`src/rtl/add_sub_pkg.sv`:
```
// Shared definitions for the add/sub/accumulate datapath.
//   op_e       : operation codes carried alongside each operand beat
//   SAT_MAXW   : widest accumulator sat_clamp can handle
//   sat_clamp  : clamps a signed value to the range of a w-bit two's complement
//                number and reports whether clamping happened
package add_sub_pkg;

  typedef enum logic [2:0] {
    OP_ADD      = 3'd0,
    OP_SUB      = 3'd1,
    OP_ACC_LOAD = 3'd2,
    OP_ACC_ADD  = 3'd3,
    OP_ACC_SUB  = 3'd4
  } op_e;

  localparam int SAT_MAXW = 32;

  // val is a sign-extended copy of a (w+1)-bit intermediate. The return value
  // is SAT_MAXW wide; callers keep only the low w bits.
  function automatic logic signed [SAT_MAXW-1:0] sat_clamp(
    input  logic signed [SAT_MAXW:0] val,
    input  int unsigned              w,
    output logic                     clamped
  );
    logic signed [SAT_MAXW:0]   lim;
    logic signed [SAT_MAXW:0]   hi;
    logic signed [SAT_MAXW:0]   lo;
    logic signed [SAT_MAXW-1:0] res;
    lim     = (SAT_MAXW + 1)'(1) <<< (w - 1);
    hi      = lim - (SAT_MAXW + 1)'(1);
    lo      = -lim;
    clamped = 1'b0;
    res     = val[SAT_MAXW-1:0];
    if (val > hi) begin
      res     = hi[SAT_MAXW-1:0];
      clamped = 1'b1;
    end else if (val < lo) begin
      res     = lo[SAT_MAXW-1:0];
      clamped = 1'b1;
    end
    return res;
  endfunction

endpackage

```
`src/rtl/add_sub_acc_if.sv`:
```
// Stream bundle for add_sub_acc: an input beat channel (valid/ready with two
// operands and an op code) and an output result channel (valid/ready with
// result, per-result saturation flag and the sticky saturation flag).
//   slave  : the arithmetic unit's view
//   master : the producer/consumer (test environment) view
interface add_sub_acc_if #(
  parameter int DATAW = 4,
  parameter int ACCW  = 6
);
  logic             i_in_valid;
  logic             o_in_ready;
  logic [DATAW-1:0] i_dataa;
  logic [DATAW-1:0] i_datab;
  logic [2:0]       i_op;
  logic             o_out_valid;
  logic             i_out_ready;
  logic [ACCW-1:0]  o_result;
  logic             o_sat;
  logic             o_sat_sticky;

  modport slave (
    input  i_in_valid, i_dataa, i_datab, i_op, i_out_ready,
    output o_in_ready, o_out_valid, o_result, o_sat, o_sat_sticky
  );

  modport master (
    output i_in_valid, i_dataa, i_datab, i_op, i_out_ready,
    input  o_in_ready, o_out_valid, o_result, o_sat, o_sat_sticky
  );
endinterface

```
`src/rtl/add_sub_core.sv`:
```
// Combinational W-bit signed adder/subtractor with an exact (W+1)-bit result.
//   i_a, i_b : signed operands
//   i_sub    : 1 -> i_a - i_b (B inverted, carry-in 1); 0 -> i_a + i_b
//   o_sum    : signed W+1-bit result, never overflows
module add_sub_core #(
  parameter int W = 4
) (
  input  logic signed [W-1:0] i_a,
  input  logic signed [W-1:0] i_b,
  input  logic                i_sub,
  output logic signed [W:0]   o_sum
);

  logic signed [W:0] a_ext;
  logic signed [W:0] b_ext;

  // Sign-extend before inverting so ~B stays the correct two's complement
  // complement at W+1 bits.
  assign a_ext = {i_a[W-1], i_a};
  assign b_ext = i_sub ? ~{i_b[W-1], i_b} : {i_b[W-1], i_b};
  assign o_sum = a_ext + b_ext + (W + 1)'(i_sub);

endmodule

```
`src/rtl/add_sub_acc.sv`:
```
// Two-stage pipelined signed add/sub unit with a saturating accumulator.
//   clk, rst : clock and synchronous active-high reset
//   bus      : add_sub_acc_if.slave stream bundle
//     input beat  : i_in_valid/o_in_ready, i_dataa, i_datab, i_op
//     output beat : o_out_valid/i_out_ready, o_result, o_sat, o_sat_sticky
// S1 registers the accepted operands; the operation is evaluated when S1
// moves into S2 (the output register). acc and the sticky flag change only on
// that transfer, so stalls never disturb accumulator state.
module add_sub_acc
  import add_sub_pkg::*;
#(
  parameter int DATAW = 4,
  parameter int ACCW  = 6
) (
  input logic         clk,
  input logic         rst,
  add_sub_acc_if.slave bus
);

  // S1: input register
  logic                    s1_valid_q, s1_valid_d;
  logic signed [DATAW-1:0] a_q, a_d;
  logic signed [DATAW-1:0] b_q, b_d;
  logic [2:0]              op_q, op_d;

  // S2: output register
  logic                    out_valid_q, out_valid_d;
  logic [ACCW-1:0]         result_q, result_d;
  logic                    sat_q, sat_d;

  // Accumulator state
  logic signed [ACCW-1:0]  acc_q, acc_d;
  logic                    sticky_q, sticky_d;

  logic                    s2_en;
  logic                    s1_en;
  op_e                     op_eff;

  logic signed [DATAW:0]   ab_sum;
  logic signed [ACCW-1:0]  a_ext;
  logic signed [ACCW:0]    acc_sum;
  logic signed [ACCW-1:0]  acc_sat;
  logic                    acc_clamped;

  // S2 can take a new value when empty or when its current value leaves;
  // S1 can take a new beat when empty or when it drains into S2.
  assign s2_en = !out_valid_q || bus.i_out_ready;
  assign s1_en = !s1_valid_q || s2_en;

  // Unassigned codes 5..7 behave as plain addition.
  always_comb begin
    op_eff = OP_ADD;
    if (op_q <= 3'd4) begin
      op_eff = op_e'(op_q);
    end
  end

  assign a_ext = ACCW'(a_q);

  add_sub_core #(.W(DATAW)) u_core_ab (
    .i_a   (a_q),
    .i_b   (b_q),
    .i_sub (op_eff == OP_SUB),
    .o_sum (ab_sum)
  );

  add_sub_core #(.W(ACCW)) u_core_acc (
    .i_a   (acc_q),
    .i_b   (a_ext),
    .i_sub (op_eff == OP_ACC_SUB),
    .o_sum (acc_sum)
  );

  always_comb begin
    acc_clamped = 1'b0;
    acc_sat     = ACCW'(sat_clamp((SAT_MAXW + 1)'(acc_sum), ACCW, acc_clamped));
  end

  always_comb begin
    s1_valid_d  = s1_valid_q;
    a_d         = a_q;
    b_d         = b_q;
    op_d        = op_q;
    out_valid_d = out_valid_q;
    result_d    = result_q;
    sat_d       = sat_q;
    acc_d       = acc_q;
    sticky_d    = sticky_q;

    if (s1_en) begin
      s1_valid_d = bus.i_in_valid;
      if (bus.i_in_valid) begin
        a_d  = bus.i_dataa;
        b_d  = bus.i_datab;
        op_d = bus.i_op;
      end
    end

    if (s2_en) begin
      out_valid_d = s1_valid_q;
      if (s1_valid_q) begin
        case (op_eff)
          OP_ACC_LOAD: begin
            acc_d    = a_ext;
            result_d = a_ext;
            sat_d    = 1'b0;
            sticky_d = 1'b0;
          end
          OP_ACC_ADD, OP_ACC_SUB: begin
            acc_d    = acc_sat;
            result_d = acc_sat;
            sat_d    = acc_clamped;
            sticky_d = sticky_q | acc_clamped;
          end
          default: begin
            result_d = ACCW'(ab_sum);
            sat_d    = 1'b0;
          end
        endcase
      end
    end
  end

  always_ff @(posedge clk) begin
    if (rst) begin
      s1_valid_q  <= 1'b0;
      a_q         <= '0;
      b_q         <= '0;
      op_q        <= '0;
      out_valid_q <= 1'b0;
      result_q    <= '0;
      sat_q       <= 1'b0;
      acc_q       <= '0;
      sticky_q    <= 1'b0;
    end else begin
      s1_valid_q  <= s1_valid_d;
      a_q         <= a_d;
      b_q         <= b_d;
      op_q        <= op_d;
      out_valid_q <= out_valid_d;
      result_q    <= result_d;
      sat_q       <= sat_d;
      acc_q       <= acc_d;
      sticky_q    <= sticky_d;
    end
  end

  assign bus.o_in_ready   = s1_en;
  assign bus.o_out_valid  = out_valid_q;
  assign bus.o_result     = result_q;
  assign bus.o_sat        = sat_q;
  assign bus.o_sat_sticky = sticky_q;

endmodule

```
`src/flat_wrapper.sv`:
```
// flat-port wrapper written by rule: the top's interface ports become plain ports
module add_sub_acc_flat import add_sub_pkg::*;
#(
  parameter int DATAW = 4,
  parameter int ACCW  = 6
)
  (clk, rst, bus_i_in_valid, bus_i_dataa, bus_i_datab, bus_i_op, bus_i_out_ready, bus_o_in_ready, bus_o_out_valid, bus_o_result, bus_o_sat, bus_o_sat_sticky);
  add_sub_acc_if #(.DATAW(DATAW), .ACCW(ACCW)) bus_i ();
  input logic clk;
  input logic rst;
  input wire logic [$bits(bus_i.i_in_valid)-1:0] bus_i_in_valid;
  input wire logic [$bits(bus_i.i_dataa)-1:0] bus_i_dataa;
  input wire logic [$bits(bus_i.i_datab)-1:0] bus_i_datab;
  input wire logic [$bits(bus_i.i_op)-1:0] bus_i_op;
  input wire logic [$bits(bus_i.i_out_ready)-1:0] bus_i_out_ready;
  output wire logic [$bits(bus_i.o_in_ready)-1:0] bus_o_in_ready;
  output wire logic [$bits(bus_i.o_out_valid)-1:0] bus_o_out_valid;
  output wire logic [$bits(bus_i.o_result)-1:0] bus_o_result;
  output wire logic [$bits(bus_i.o_sat)-1:0] bus_o_sat;
  output wire logic [$bits(bus_i.o_sat_sticky)-1:0] bus_o_sat_sticky;
  assign bus_i.i_in_valid = bus_i_in_valid;
  assign bus_i.i_dataa = bus_i_dataa;
  assign bus_i.i_datab = bus_i_datab;
  assign bus_i.i_op = bus_i_op;
  assign bus_i.i_out_ready = bus_i_out_ready;
  assign bus_o_in_ready = bus_i.o_in_ready;
  assign bus_o_out_valid = bus_i.o_out_valid;
  assign bus_o_result = bus_i.o_result;
  assign bus_o_sat = bus_i.o_sat;
  assign bus_o_sat_sticky = bus_i.o_sat_sticky;
  add_sub_acc #(.DATAW(DATAW), .ACCW(ACCW)) u_core (.clk(clk), .rst(rst), .bus(bus_i));
endmodule
```
`config.mk`:
```
export PLATFORM = sky130hd
export DESIGN_NAME = add_sub_acc_flat
export DESIGN_NICKNAME = d
export VERILOG_FILES = /design/src/rtl/add_sub_pkg.sv /design/src/rtl/add_sub_acc_if.sv /design/src/rtl/add_sub_core.sv /design/src/rtl/add_sub_acc.sv /design/src/flat_wrapper.sv
export SDC_FILE = /design/constraint.sdc
export NUM_CORES = 1
export LEC_CHECK = 0
export CORE_MARGIN = 2
export CORE_UTILIZATION = 60
export CTS_BUF_LIST = sky130_fd_sc_hd__clkbuf_8
export CTS_CLUSTER_DIAMETER = 80
export DETAILED_ROUTE_END_ITERATION = 10
export PLACE_DENSITY = 0.95
export REMOVE_ABC_BUFFERS = 1
export SETUP_SLACK_MARGIN = 0.5
export SYNTH_ARGS = -nofsm -noshare
export SYNTH_HDL_FRONTEND = slang
export SYNTH_SLANG_ARGS = --single-unit
```
`constraint.sdc`:
```
create_clock -name clk -period 5.65 [get_ports clk]
set_input_delay 1.13 -clock clk [delete_from_list [all_inputs] [get_ports clk]]
set_output_delay 1.13 -clock clk [all_outputs]
set_load 0.03 [all_outputs]
```
==> results.py <==
metrics = {
    "run_status": {
        "status": "complete, no violations",
    },
    "job": {
        "maxCapViolations": 0,
    },
    "clocking": {
        "cts_tree": "built",
        "cts.reportedPaths.clkPinSlew_ps": 90,
        "htree_levels": 1,
        "cts-root-buf": "clkbuf_8",
        "post_cts_resize_count": 0,
        "cts_sinks": 27,
        "hold_buffers": 0,
        "cts.path.max_buffers": 2,
        "cts_buffers": 3,
        "clock_latency_ps": 280,
        "post-cts-setup-buffers": 0,
    },
    "sta": {
        "fin_skew_ps": 3.737,
        "finalSetupTns_ps": 0,
        "whs_ps": 464.0,
        "hold_violations": 0,
        "period_share_pct": 71.31,
        "worst_pin_slew_ps": 652.5,
        "rsz0062_at_grt": "no",
        "slew_viol_final": 0,
        "slew_headroom_pct": 55.25,
        "setup_viol": 0,
        "fmax_ghz": 0.2482,
        "period_minus_slack_ps": 4029,
    },
    "yosys": {
        "synth_area_leaders": "dfxtp_1, ha_1, nor2_1",
        "synthArstFlopShare_pct": 0,
        "synth_common_cells": "dfxtp_1, nor2_1, nand2_1, a21oi_1, nand3_1",
        "ys_ff_latch": 27,
        "netlist_area_um2": 1753,
        "yosysTopAreaCellShare_pct": 30.84,
        "yosysTopAreaCell": "dfxtp_1",
        "synth_edf_count": 0,
        "syn_inst": 217,
        "synthFlopType": "dfxtp_1",
        "yosysSeqAreaShare_pct": 30.84,
        "yosys_warnings": 0,
        "ys_types": 44,
        "avgSynthCellArea_um2": 8.078,
    },
    "worst_setup_path": {
        "cp-start-kind": "input port",
        "ff2ff_path_depth": 9,
        "cp_max_fo": 13,
        "arrival_ps": 2900,
        "worstPathRequired_ps": 4520,
        "reg2reg_slack_ps": 2140,
        "timing.rr.start": "u_core.op_q[2]",
        "critPathCaptureType": "output port",
        "crit_path_start": "bus_i_out_ready",
        "r2r_end": "u_core.bus.o_result[1]",
        "endpoint": "bus_o_in_ready",
        "worstSetupPathType": "in2out",
    },
    "layout": {
        "area_growth_pct": 16.13,
        "nNetsFinal": 264,
        "num_antenna_cells": 0,
        "nFillCells": 206,
        "multi_input_area_um2": 1149,
        "drive_above_1_share_pct": 6.356,
        "seq_area_um2": 540.5,
        "finish.utilization_pct": 73.82,
    },
    "drt": {
        "drc": 0,
        "wl_per_cell_um": 14.53,
        "ant_nets": 0,
        "wirelength_um": 3880,
        "first_pass_iters": 4,
        "via_per_inst": 6.022,
        "drt_iter0_drc": 43,
        "vias": 1608,
    },
    "die": {
        "fp.dieH_um": 58.05,
        "dieArea_um2": 3370,
        "core_um2": 2758,
        "start_util_pct": 63.57,
        "fp-row-count": 19,
        "die-width_um": 58.05,
        "io_pins": 25,
    },
    "global_routing": {
        "grt_pass1_vias": 1549,
        "grt_max_degree": 30,
        "track_usage_pct": 25.64,
        "grt_overflow_total": 0,
        "grt_first_pass_wirelength_um": 6796,
        "antenna_found_initial": 0,
    },
    "power": {
        "p_per_area_nw_per_um2": 223.9,
        "ir_drop_v": 0.0002383,
        "p_leak_nw": 0.7980,
    },
    "place": {
        "place_congestion": 0.8402,
        "port_buffers": 24,
        "hpwl_um": 2938,
    },
    "worst_hold_path": {
        "hold_path.class": "reg2reg",
    },
}
[critical path: stages]
cell             delay (ps)
clkdlybuf4s50_1         400
nor2b_1                 340
nand2_1                 340
clkdlybuf4s50_1         690
[metal layers]
metal  wire (um)  global-route usage, %
met5           0                      0
met4         119                  11.96
met3         143                  4.241
met2        1930                  43.67
met1        1687                  31.45
[final cells by class]
type,count,share of cell area (%)
multi-input cells,177,56.42
repair buffers,25,12.17
clock inverters,1,0.3688
clock buffers,3,2.028
inverters,3,0.5532
flip-flops and latches,27,26.55
well taps,31,1.905
[power breakdown]
group / switching, mW / internal [mW] / leakage [nW] / total [mW]
Combinational: 0.0755 / 0.0576 / 0.555 / 0.133
Sequential: 0.0114 / 0.201 / 0.221 / 0.212
Clock: 0.0604 / 0.0501 / 0.0217 / 0.111
[cells by family (layout without fill, tap and decap cells)]
logic type      after synthesis  in the layout  synth area share (%)
compound gates               59             59                 22.91
buf+inv                      13             32                 3.640
flops                        27             27                 30.84
simple gates                 90             90                 24.91
fa+ha+maj                    12             12                 9.422
mux                           3              3                 1.784
xor+xnor                     13             13                 6.495
[sequential cells by signal, indices dropped and copies added (netlist names)]
signal,cells
u_core.a_q,4
u_core.acc_q,6
u_core.b_q,4
u_core.bus.o_out_valid,1
u_core.bus.o_result,6
u_core.bus.o_sat,1
u_core.bus.o_sat_sticky,1
u_core.op_q,3
u_core.s1_valid_q,1
[worst min-delay path by stage]
| stage | start | end | slack (ps) | depth (start not counted) |
|---|---|---|---|---|
| CTS | u_core.bus.o_sat_sticky | u_core.bus.o_sat_sticky | 470 | 2 |
| global route | u_core.b_q[2] | u_core.b_q[2] | 500 | 2 |
| finish | u_core.bus.o_sat_sticky | u_core.bus.o_sat_sticky | 460 | 2 |
| global placement | u_core.bus.o_sat_sticky | u_core.bus.o_sat_sticky | 430 | 2 |
| floorplan | u_core.b_q[1] | u_core.b_q[1] | 440 | 2 |
| detailed placement | u_core.bus.o_sat_sticky | u_core.bus.o_sat_sticky | 450 | 2 |
[per-stage QoR]
stage,cell area (um^2),power [mW],worst slack [ps],cells
2_1_floorplan,1700,0.3046,2666,207
3_3_place_gp,1987,0.3424,1658,263
3_5_place_dp,1987,0.3472,1630,263
4_1_cts,2036,0.4571,1625,267
5_1_grt,2036,0.4823,1433,267
6_report,2036,0.4559,1621,267
[placed cells by master (no fill, tap or decap), drive strengths merged, types with 2 or more instances in the layout]
cell type      Yosys  final
xnor2              7      7
a21oi             22     22
a31o               2      2
nor3               4      4
fa                 2      2
nor2              27     27
mux2i              2      2
o21ai              6      6
or3b               2      2
a22oi              3      3
clkbuf             7      3
nor4               4      4
a211oi             8      8
a221o              4      4
o22ai              3      3
xor2               6      6
ha                10     10
o31ai              2      2
nand2b             3      3
clkdlybuf4s50      0     24
inv                3      3
dfxtp             27     27
nand2             22     22
nor2b              4      4
a21o               2      2
nand3             17     17
(Power assumes the default switching activity.)
